==> src/rtl/sn76489_pkg.sv <==
// Shared definitions for the SN76489 attenuator family.
// Contents:
//   att_t      - 4-bit attenuation code (0 loudest, 15 off)
//   ATT_OFF    - code that silences a channel
//   VOL_TABLE  - 8-bit base amplitude for each attenuation code
//   ramp_dir_e - per-channel ramp direction
package sn76489_pkg;

  typedef logic [3:0] att_t;

  localparam att_t ATT_OFF = 4'd15;

  // Index 0 is the rightmost element: code 0 -> 31, code 15 -> 0.
  localparam logic [15:0][7:0] VOL_TABLE = {
    8'd0,  8'd1,  8'd2,  8'd2,  8'd2,  8'd3,  8'd4,  8'd5,
    8'd6,  8'd8,  8'd10, 8'd12, 8'd16, 8'd20, 8'd25, 8'd31
  };

  typedef enum logic [1:0] {
    RAMP_IDLE = 2'd0,
    RAMP_UP   = 2'd1,
    RAMP_DOWN = 2'd2
  } ramp_dir_e;

endpackage

==> src/rtl/sn76489_multi_attenuator_chan.sv <==
// One attenuator channel: target/live attenuation registers, optional ramp
// stepping, and the registered gated amplitude.
// Macro: SN76489_ATT_RAMP_EN enables ramp stepping of the live attenuation.
// Ports:
//   clock_i, reset_i - clock and synchronous active-high reset
//   step_i           - shared ramp step pulse (unused without ramp engine)
//   wr_i, wr_att_i   - decoded write strobe and attenuation code
//   factor_i         - tone/noise bit for this channel
//   product_o        - registered amplitude
//   ramping_o        - live attenuation differs from target
module sn76489_att_chan
  import sn76489_pkg::*;
#(
  parameter int OUT_W = 8
) (
  input  logic             clock_i,
  input  logic             reset_i,
  input  logic             step_i,
  input  logic             wr_i,
  input  att_t             wr_att_i,
  input  logic             factor_i,
  output logic [OUT_W-1:0] product_o,
  output logic             ramping_o
);

  att_t target_q;
  att_t cur_q;
  logic [OUT_W-1:0] amp;

  assign amp = OUT_W'(VOL_TABLE[cur_q]) << (OUT_W - 8);

`ifdef SN76489_ATT_RAMP_EN
  ramp_dir_e dir;

  always_comb begin
    dir = RAMP_IDLE;
    if (cur_q < target_q)      dir = RAMP_UP;
    else if (cur_q > target_q) dir = RAMP_DOWN;
  end

  // The step uses the direction toward the old target; a coincident write
  // only changes the target, so direction is re-evaluated next cycle.
  always_ff @(posedge clock_i) begin
    if (reset_i) begin
      target_q  <= ATT_OFF;
      cur_q     <= ATT_OFF;
      product_o <= '0;
    end else begin
      if (wr_i) target_q <= wr_att_i;
      if (step_i) begin
        case (dir)
          RAMP_UP:   cur_q <= cur_q + 4'd1;
          RAMP_DOWN: cur_q <= cur_q - 4'd1;
          default:   ;
        endcase
      end
      product_o <= factor_i ? amp : '0;
    end
  end

  assign ramping_o = (dir != RAMP_IDLE);
`else
  always_ff @(posedge clock_i) begin
    if (reset_i) begin
      target_q  <= ATT_OFF;
      cur_q     <= ATT_OFF;
      product_o <= '0;
    end else begin
      if (wr_i) begin
        target_q <= wr_att_i;
        cur_q    <= wr_att_i;
      end
      product_o <= factor_i ? amp : '0;
    end
  end

  logic step_unused;
  assign step_unused = step_i ^ (|target_q);
  assign ramping_o   = 1'b0;
`endif

endmodule

==> src/rtl/sn76489_multi_attenuator.sv <==
// Multi-channel SN76489 attenuator: per-channel programmable attenuation
// gating tone/noise bits into registered amplitudes, plus a registered mix.
// Macro: SN76489_ATT_RAMP_EN adds a shared prescaler and per-channel ramping
// of live attenuation toward the written target, one code per step.
// Ports:
//   clock_i, reset_i     - clock and synchronous active-high reset
//   clock_en_i           - chip clock enable (drives ramp prescaler only)
//   wr_i, wr_ch_i, wr_att_i - attenuation write; out-of-range channel ignored
//   factor_i             - per-channel tone/noise bits
//   product_o            - per-channel amplitudes, channel c at [c*OUT_W +: OUT_W]
//   mix_o                - registered sum of all products
//   ramping_o            - per-channel live-vs-target mismatch
module sn76489_multi_attenuator
  import sn76489_pkg::*;
#(
  parameter int NUM_CH   = 4,
  parameter int OUT_W    = 8,
  parameter int RAMP_DIV = 16
) (
  input  logic                                       clock_i,
  input  logic                                       reset_i,
  input  logic                                       clock_en_i,
  input  logic                                       wr_i,
  input  logic [((NUM_CH > 1) ? $clog2(NUM_CH) : 1)-1:0] wr_ch_i,
  input  logic [3:0]                                 wr_att_i,
  input  logic [NUM_CH-1:0]                          factor_i,
  output logic [NUM_CH*OUT_W-1:0]                    product_o,
  output logic [OUT_W+$clog2(NUM_CH)-1:0]            mix_o,
  output logic [NUM_CH-1:0]                          ramping_o
);

  localparam int CHW = (NUM_CH > 1) ? $clog2(NUM_CH) : 1;
  localparam int MW  = OUT_W + $clog2(NUM_CH);

  logic wr_valid;
  logic step;

  assign wr_valid = wr_i && ({1'b0, wr_ch_i} < (CHW+1)'(NUM_CH));

`ifdef SN76489_ATT_RAMP_EN
  localparam int PW = (RAMP_DIV > 1) ? $clog2(RAMP_DIV) : 1;

  logic [PW-1:0] presc_q;

  assign step = clock_en_i && (presc_q == PW'(RAMP_DIV - 1));

  always_ff @(posedge clock_i) begin
    if (reset_i)         presc_q <= '0;
    else if (clock_en_i) presc_q <= step ? '0 : presc_q + PW'(1);
  end
`else
  logic ramp_unused;
  assign ramp_unused = clock_en_i ^ (RAMP_DIV > 0);
  assign step        = 1'b0;
`endif

  for (genvar c = 0; c < NUM_CH; c++) begin : g_chan
    sn76489_att_chan #(
      .OUT_W (OUT_W)
    ) u_chan (
      .clock_i   (clock_i),
      .reset_i   (reset_i),
      .step_i    (step),
      .wr_i      (wr_valid && (wr_ch_i == CHW'(c))),
      .wr_att_i  (wr_att_i),
      .factor_i  (factor_i[c]),
      .product_o (product_o[c*OUT_W +: OUT_W]),
      .ramping_o (ramping_o[c])
    );
  end

  logic [MW-1:0] sum;

  always_comb begin
    sum = '0;
    for (int unsigned c = 0; c < NUM_CH; c++) begin
      sum = sum + MW'(product_o[c*OUT_W +: OUT_W]);
    end
  end

  always_ff @(posedge clock_i) begin
    if (reset_i) mix_o <= '0;
    else         mix_o <= sum;
  end

endmodule
==> config.mk <==
export PLATFORM = sky130hd
export DESIGN_NAME = sn76489_multi_attenuator
export DESIGN_NICKNAME = d
export VERILOG_FILES = /design/src/rtl/sn76489_pkg.sv /design/src/rtl/sn76489_multi_attenuator_chan.sv /design/src/rtl/sn76489_multi_attenuator.sv
export SDC_FILE = /design/constraint.sdc
export NUM_CORES = 1
export LEC_CHECK = 0
export CAP_MARGIN = 25
export CORE_ASPECT_RATIO = 1.1
export CORE_UTILIZATION = 50
export CTS_CLUSTER_DIAMETER = 50
export CTS_CLUSTER_SIZE = 8
export DETAILED_ROUTE_END_ITERATION = 12
export GPL_TIMING_DRIVEN = 0
export HOLD_SLACK_MARGIN = 0.05
export MAX_ROUTING_LAYER = met4
export PLACE_DENSITY = 0.81
export SETUP_SLACK_MARGIN = 0.4
export SLEW_MARGIN = 5
export SYNTH_ARGS = -nofsm -noshare
export SYNTH_HDL_FRONTEND = slang
export SYNTH_SLANG_ARGS = --single-unit
==> constraint.sdc <==
create_clock -name clock_i -period 8.57 [get_ports clock_i]
set_input_delay 0.857 -clock clock_i [delete_from_list [all_inputs] [get_ports clock_i]]
set_output_delay 0.857 -clock clock_i [all_outputs]
set_load 0.03 [all_outputs]
**Yosys cells after proc, flatten, opt, wreduce, memory -nomap -nowiden**

Memory sizes are Yosys's and may differ from the RTL's. A register that Yosys moved wholly into a read port is not among the register bits.
Index checks and enable logic that the tools add are counted.

- Add/subtract/negate cells: 3
- Equal/unequal tests: 3
- Bitwise logic cells: 4
- Reduce and logical (&&, ||, !) cells: 9

Operators by type and width:

| kind | number |
|---|---|
| $add 10x8->10 | 1 |
| $add 9x8->10 | 1 |
| $add 8x8->9 | 1 |
| $reduce_or 2->1 | 4 |
| $eq 2x2->1 const B | 2 |
| $logic_and 1x1->1 | 4 |
| $not 1->1 | 4 |
| $eq 2x1->1 const B | 1 |
| $logic_not 2->1 | 1 |

- Flip-flop bits (word level): 26
- Bits in read-only memories: 512
- Logic and storage cells: 28
- Memories: 4

Memories:

| memory | depth | bits a word | rd ports | clocked after Yosys merged registers in | write ports | RTL line | RTL |
|---|---|---|---|---|---|---|---|
| (no name shown) | 16 | 8 | 1 | 1 | 0 | sn76489_multi_attenuator_chan.sv:30 | `assign amp = OUT_W'(VOL_TABLE[cur_q]) << (OUT_W - 8);` |
| (no name shown) | 16 | 8 | 1 | 1 | 0 | sn76489_multi_attenuator_chan.sv:30 |  |
| (no name shown) | 16 | 8 | 1 | 1 | 0 | sn76489_multi_attenuator_chan.sv:30 |  |
| (no name shown) | 16 | 8 | 1 | 1 | 0 | sn76489_multi_attenuator_chan.sv:30 |  |

**Depth between registers and ports, before layout**

- Depth after elaboration: 3
- Depth in mapped cells: 9
- Depth with buffers taken out: 9

**By module**

From an unflattened synthesis, not the netlist that was laid out.

- Cell total of the unflattened synthesis: 312
- Area, all modules: 2,912.8 um^2

Modules (own cells, without submodules):

| module | times used | cells an instance | area each (um^2) | seq. area each (um^2) |
|---|---|---|---|---|
| sn76489_att_chan | 4 | 47 | 455.4 | 180.2 |
| sn76489_multi_attenuator | 1 | 124 | 1,091.0 | 200.2 |

**Worst setup path before layout**

OpenSTA, ideal clock, no wires.

- Path kind: register to register
- From: register g_chan[0].u_chan.product_o[1]
- To: register mix_o[5]
- Arrival: 2,878 ps
- Data required time: 8,449 ps
- Setup slack: 5,571 ps
- Cell stages (with the launch flop): 10
- Path through: dfxtp_1 -> inv_1 -> fa_1 -> fa_1 -> inv_1 -> ha_1 -> fa_1 -> a21o_1 -> a21oi_1 -> mux2_2

- Longest elaborated chain between the ends: 3

Ends and longest elaborated chain:

| what | RTL line | RTL |
|---|---|---|
| start, declared | sn76489_multi_attenuator_chan.sv:22 | `output logic [OUT_W-1:0] product_o,` |
| $add 8x8->9 | sn76489_multi_attenuator.sv:77 | `sum = sum + MW'(product_o[c*OUT_W +: OUT_W]);` |
| $add 9x8->10 | sn76489_multi_attenuator.sv:77 |  |
| $add 10x8->10 | sn76489_multi_attenuator.sv:77 |  |
| end signal, assigned | sn76489_multi_attenuator.sv:83 | `else mix_o <= sum;` |
| end, declared | sn76489_multi_attenuator.sv:28 | `output logic [OUT_W+$clog2(NUM_CH)-1:0] mix_o,` |

Every way passes these cells.
A chain may end at the register's enable or synchronous reset.

**Worst setup path in the final report**

Same ends and word-level chain as after synthesis.

==> out/results.tsv <==
stage	metric	value	unit
outcome	status	finished, final reports clean	
pwr	leakage power	0.00148	uW
worst_hold_path	hold crit path type	reg2reg	
floorplan	site row count	26	
yosys	EDFF count, synth	0	
yosys	Synth Area in Simple Gates	12.7	%
worst_setup_path	crit-path max FO	2	
clock_network	clock sinks	43	
clock_network	postcts setup bufs	0	
yosys	warnings from Yosys	0	
final_layout	register area	861	um2
clock_network	Root Buffer	clkbuf_8	
floorplan	Die X	68.6	um
timing	slew of the pin with the lowest slew margin	0.555	ns
detailed_routing	total wire length	4550	um
floorplan	Die Ht	75.2	um
pwr	Max VDD drop	132	uV
clock_network	hold_buf cts	0	
clock_network	CTS-repair resized insts	0	
timing	Max Clk Rate	0.338	GHz
clock_network	H-tree Lvls	2	
final_layout	fin cells	383	
yosys	synthesized instance count	263	
final_layout	filler cell count	383	
yosys	Async S/R FF share, synth	0	%
yosys	#FFs+latches synth	43	
detailed_routing	DRT Pass-1 Iters	4	
timing	RSZ-0062 raised after global routing	false	
placed_design	dpl cell area	2960	um2
yosys	Seq/Total Area, Yosys	35.3	%
clock_network	Clk Latency, worst-skew pair	0.30	ns
global_route	initial antenna violation count	0	
final_layout	ANT cells	0	
yosys	main combinational cell family by area after synthesis	adder cells	
timing	Final Hold Viols	0	
final_layout	Finished Cell Area	3090	um2
worst_setup_path	Setup crit start kind	flip-flop	
global_route	vias in the first global route	1680	
worst_setup_path	arrival time at the worst endpoint	3.15	ns
placed_design	Port-buffer cells	38	
worst_setup_path	Setup Crit Path Kind	reg2reg	
floorplan	Initial Utilization	52.4	%
clock_network	CTS Buf Count	5	
yosys	Primary FF master, synth	dfxtp_1	
detailed_routing	Routed wire per std cell	11.9	um
yosys	area leader, netlist	dfxtp_1	
detailed_routing	post-DR vias/cell	4.81	
global_route	remaining global-route overflow	0	
yosys	mux share of post-synthesis cell area	3.95	%
placed_design	DP Wirelength	3600	um
final_layout	ratio of cells with drive above 1 in the final layout	13.1	%
timing	part of the cycle the worst path needs	34.5	%
timing	Final Max Tran Viols	0	
timing	slew margin rel.	63.0	%
pwr	P per Cell Area	155	nW/um2
yosys	Synth top area share	35.3	%
yosys	synth unique cells	30	
floorplan	io pins	60	
worst_setup_path	Worst R2R Path Depth	9	
job	Max-Cap Viols	0	
floorplan	Core Region	4650	um2
worst_setup_path	WP data required	8.77	ns
detailed_routing	drc violations	0	
final_layout	nets	372	
final_layout	area of the multi-input gates	1300	um2
timing	min Tclk post-route	2.96	ns
worst_setup_path	FF-to-FF setup slack	5.61	ns
yosys	xor/xnor cell area share of the yosys netlist	0.359	%
worst_hold_path	hold path depth	1	
timing	Setup Skew	0.00759	ns
yosys	Avg Synthesized Cell Area	9.27	um2
placed_design	Cells after DPL	375	
final_layout	Final Util	66.4	%
clock_network	clk slew on worst S/H paths	0.08	ns
yosys	mapped cell area	2440	um2
detailed_routing	initial DRC count	77	
pwr	overall power	478	uW
global_route	GRT Total Usage	20.5	%
worst_setup_path	element type at the critical path end	flip-flop	
yosys	post-synthesis adder-cell area fraction	19.5	%
placed_design	Final GP Congestion	0.787	
yosys	synth top area cells	dfxtp_1 35%, ha_1 11%, fa_1 8.2%, inv_1 6.5%, a211o_1 6.1%	
timing	setup TNS	0	ns
global_route	largest net degree at the start of global routing	14	
final_layout	area added between synthesis and finish	26.7	%
detailed_routing	remaining antenna violation count	0	
detailed_routing	via count	1843	
global_route	first-pass GRT wire length	7250	um
clock_network	CTS tree	yes	
floorplan	DIE AREA	5160	um2
clock_network	CTS max path bufs	2	
timing	# setup viols final	0	
yosys	Synth Area in Compound Gates	13.8	%
[stage by stage]
stage | hold slack (ns) | worst slack [ns]
4_1_cts | 0.555 | 5.63
2_1_floorplan | 0.490 | 5.57
5_1_grt | 0.575 | 5.53
3_3_place_gp | 0.521 | 5.67
3_5_place_dp | 0.535 | 5.65
6_report | 0.553 | 5.61
[metal layers]
layer | part of all wire (%) | vias up | global-route usage, %
met1 | 42 | 841 | 21.4
met5 | 0 | - | -
met3 | 5.1 | 8 | 5.76
li1 | - | 940 | -
met2 | 51 | 54 | 36.3
met4 | 1.5 | 0 | 6.94
[layout by cell type (no fill, tap or decap), drive strengths merged, types with 5 or more instances in the layout]
master and instances:
a211oi 5, ha 22, fa 10, clkbuf 11, buf 25, mux2 5
a211o 17, a21oi 10, dfxtp 43, nor2 36, nor2b 9, conb 19
inv 42, clkdlybuf4s50 38
[logic make-up (layout without fill, tap and decap cells)]
group           count (synthesis)  in the layout
other cells                     1             19
mux                             9              9
buf+inv                        72            118
xor+xnor                        1              1
fa+ha+maj                      32             32
simple gates                   63             63
compound gates                 42             42
flops                          43             43
[critical path, cell delays in order (launching register included)]
cell and delay [ns]:
dfxtp_1 0.35, inv_1 0.06, fa_1 0.49, fa_1 0.52
inv_1 0.04, ha_1 0.23, fa_1 0.41, a21o_1 0.20
a21oi_1 0.19, mux2_2 0.35
[where the power goes]
group | internal [uW] | switching [uW] | total (uW)
sequential | 207 | 4.40 | 211
clock | 116 | 70.2 | 187
combinational | 34.0 | 46.4 | 80.4
total | 358 | 121 | 478
[synth_stat cells, types with 3 or more instances]
cell,number
a2111oi_2,3
a211o_1,17
a211oi_1,5
a21oi_1,10
buf_2,5
buf_4,19
clkbuf_1,5
dfxtp_1,43
fa_1,10
ha_1,22
inv_1,42
mux2_2,5
mux2i_1,4
nand2_1,4
nand2b_1,3
nor2_1,36
nor2b_1,9
nor3_1,4
o21bai_1,4
[sequential cells by signal (all words and copies together), names as in the netlist]
| name | flops |
|---|---|
| g_chan.u_chan.product_o | 20 |
| g_chan.u_chan.cur_q | 16 |
| mix_o | 7 |
[path summary, 6_finish.rpt]
| kind | startpoint | endpoint |
|---|---|---|
| worst min-delay path | g_chan[2].u_chan.cur_q[0] | g_chan[2].u_chan.cur_q[0] |
| worst max-delay path | g_chan[0].u_chan.product_o[1] | mix_o[5] |
| worst min register to register | g_chan[2].u_chan.cur_q[0] | g_chan[2].u_chan.cur_q[0] |
| worst max register to register | g_chan[0].u_chan.product_o[1] | mix_o[5] |
[cell type report]
class	instances	area share, %
Buffer	30	6.16
Inverter	42	5.10
Multi-Input combinational cell	166	42.0
Sequential cell	43	27.9
Clock inverter	2	1.94
Clock buffer	6	2.35
Tap cell	56	2.27
Timing Repair Buffer	38	12.3
(Power assumes the default switching activity.)
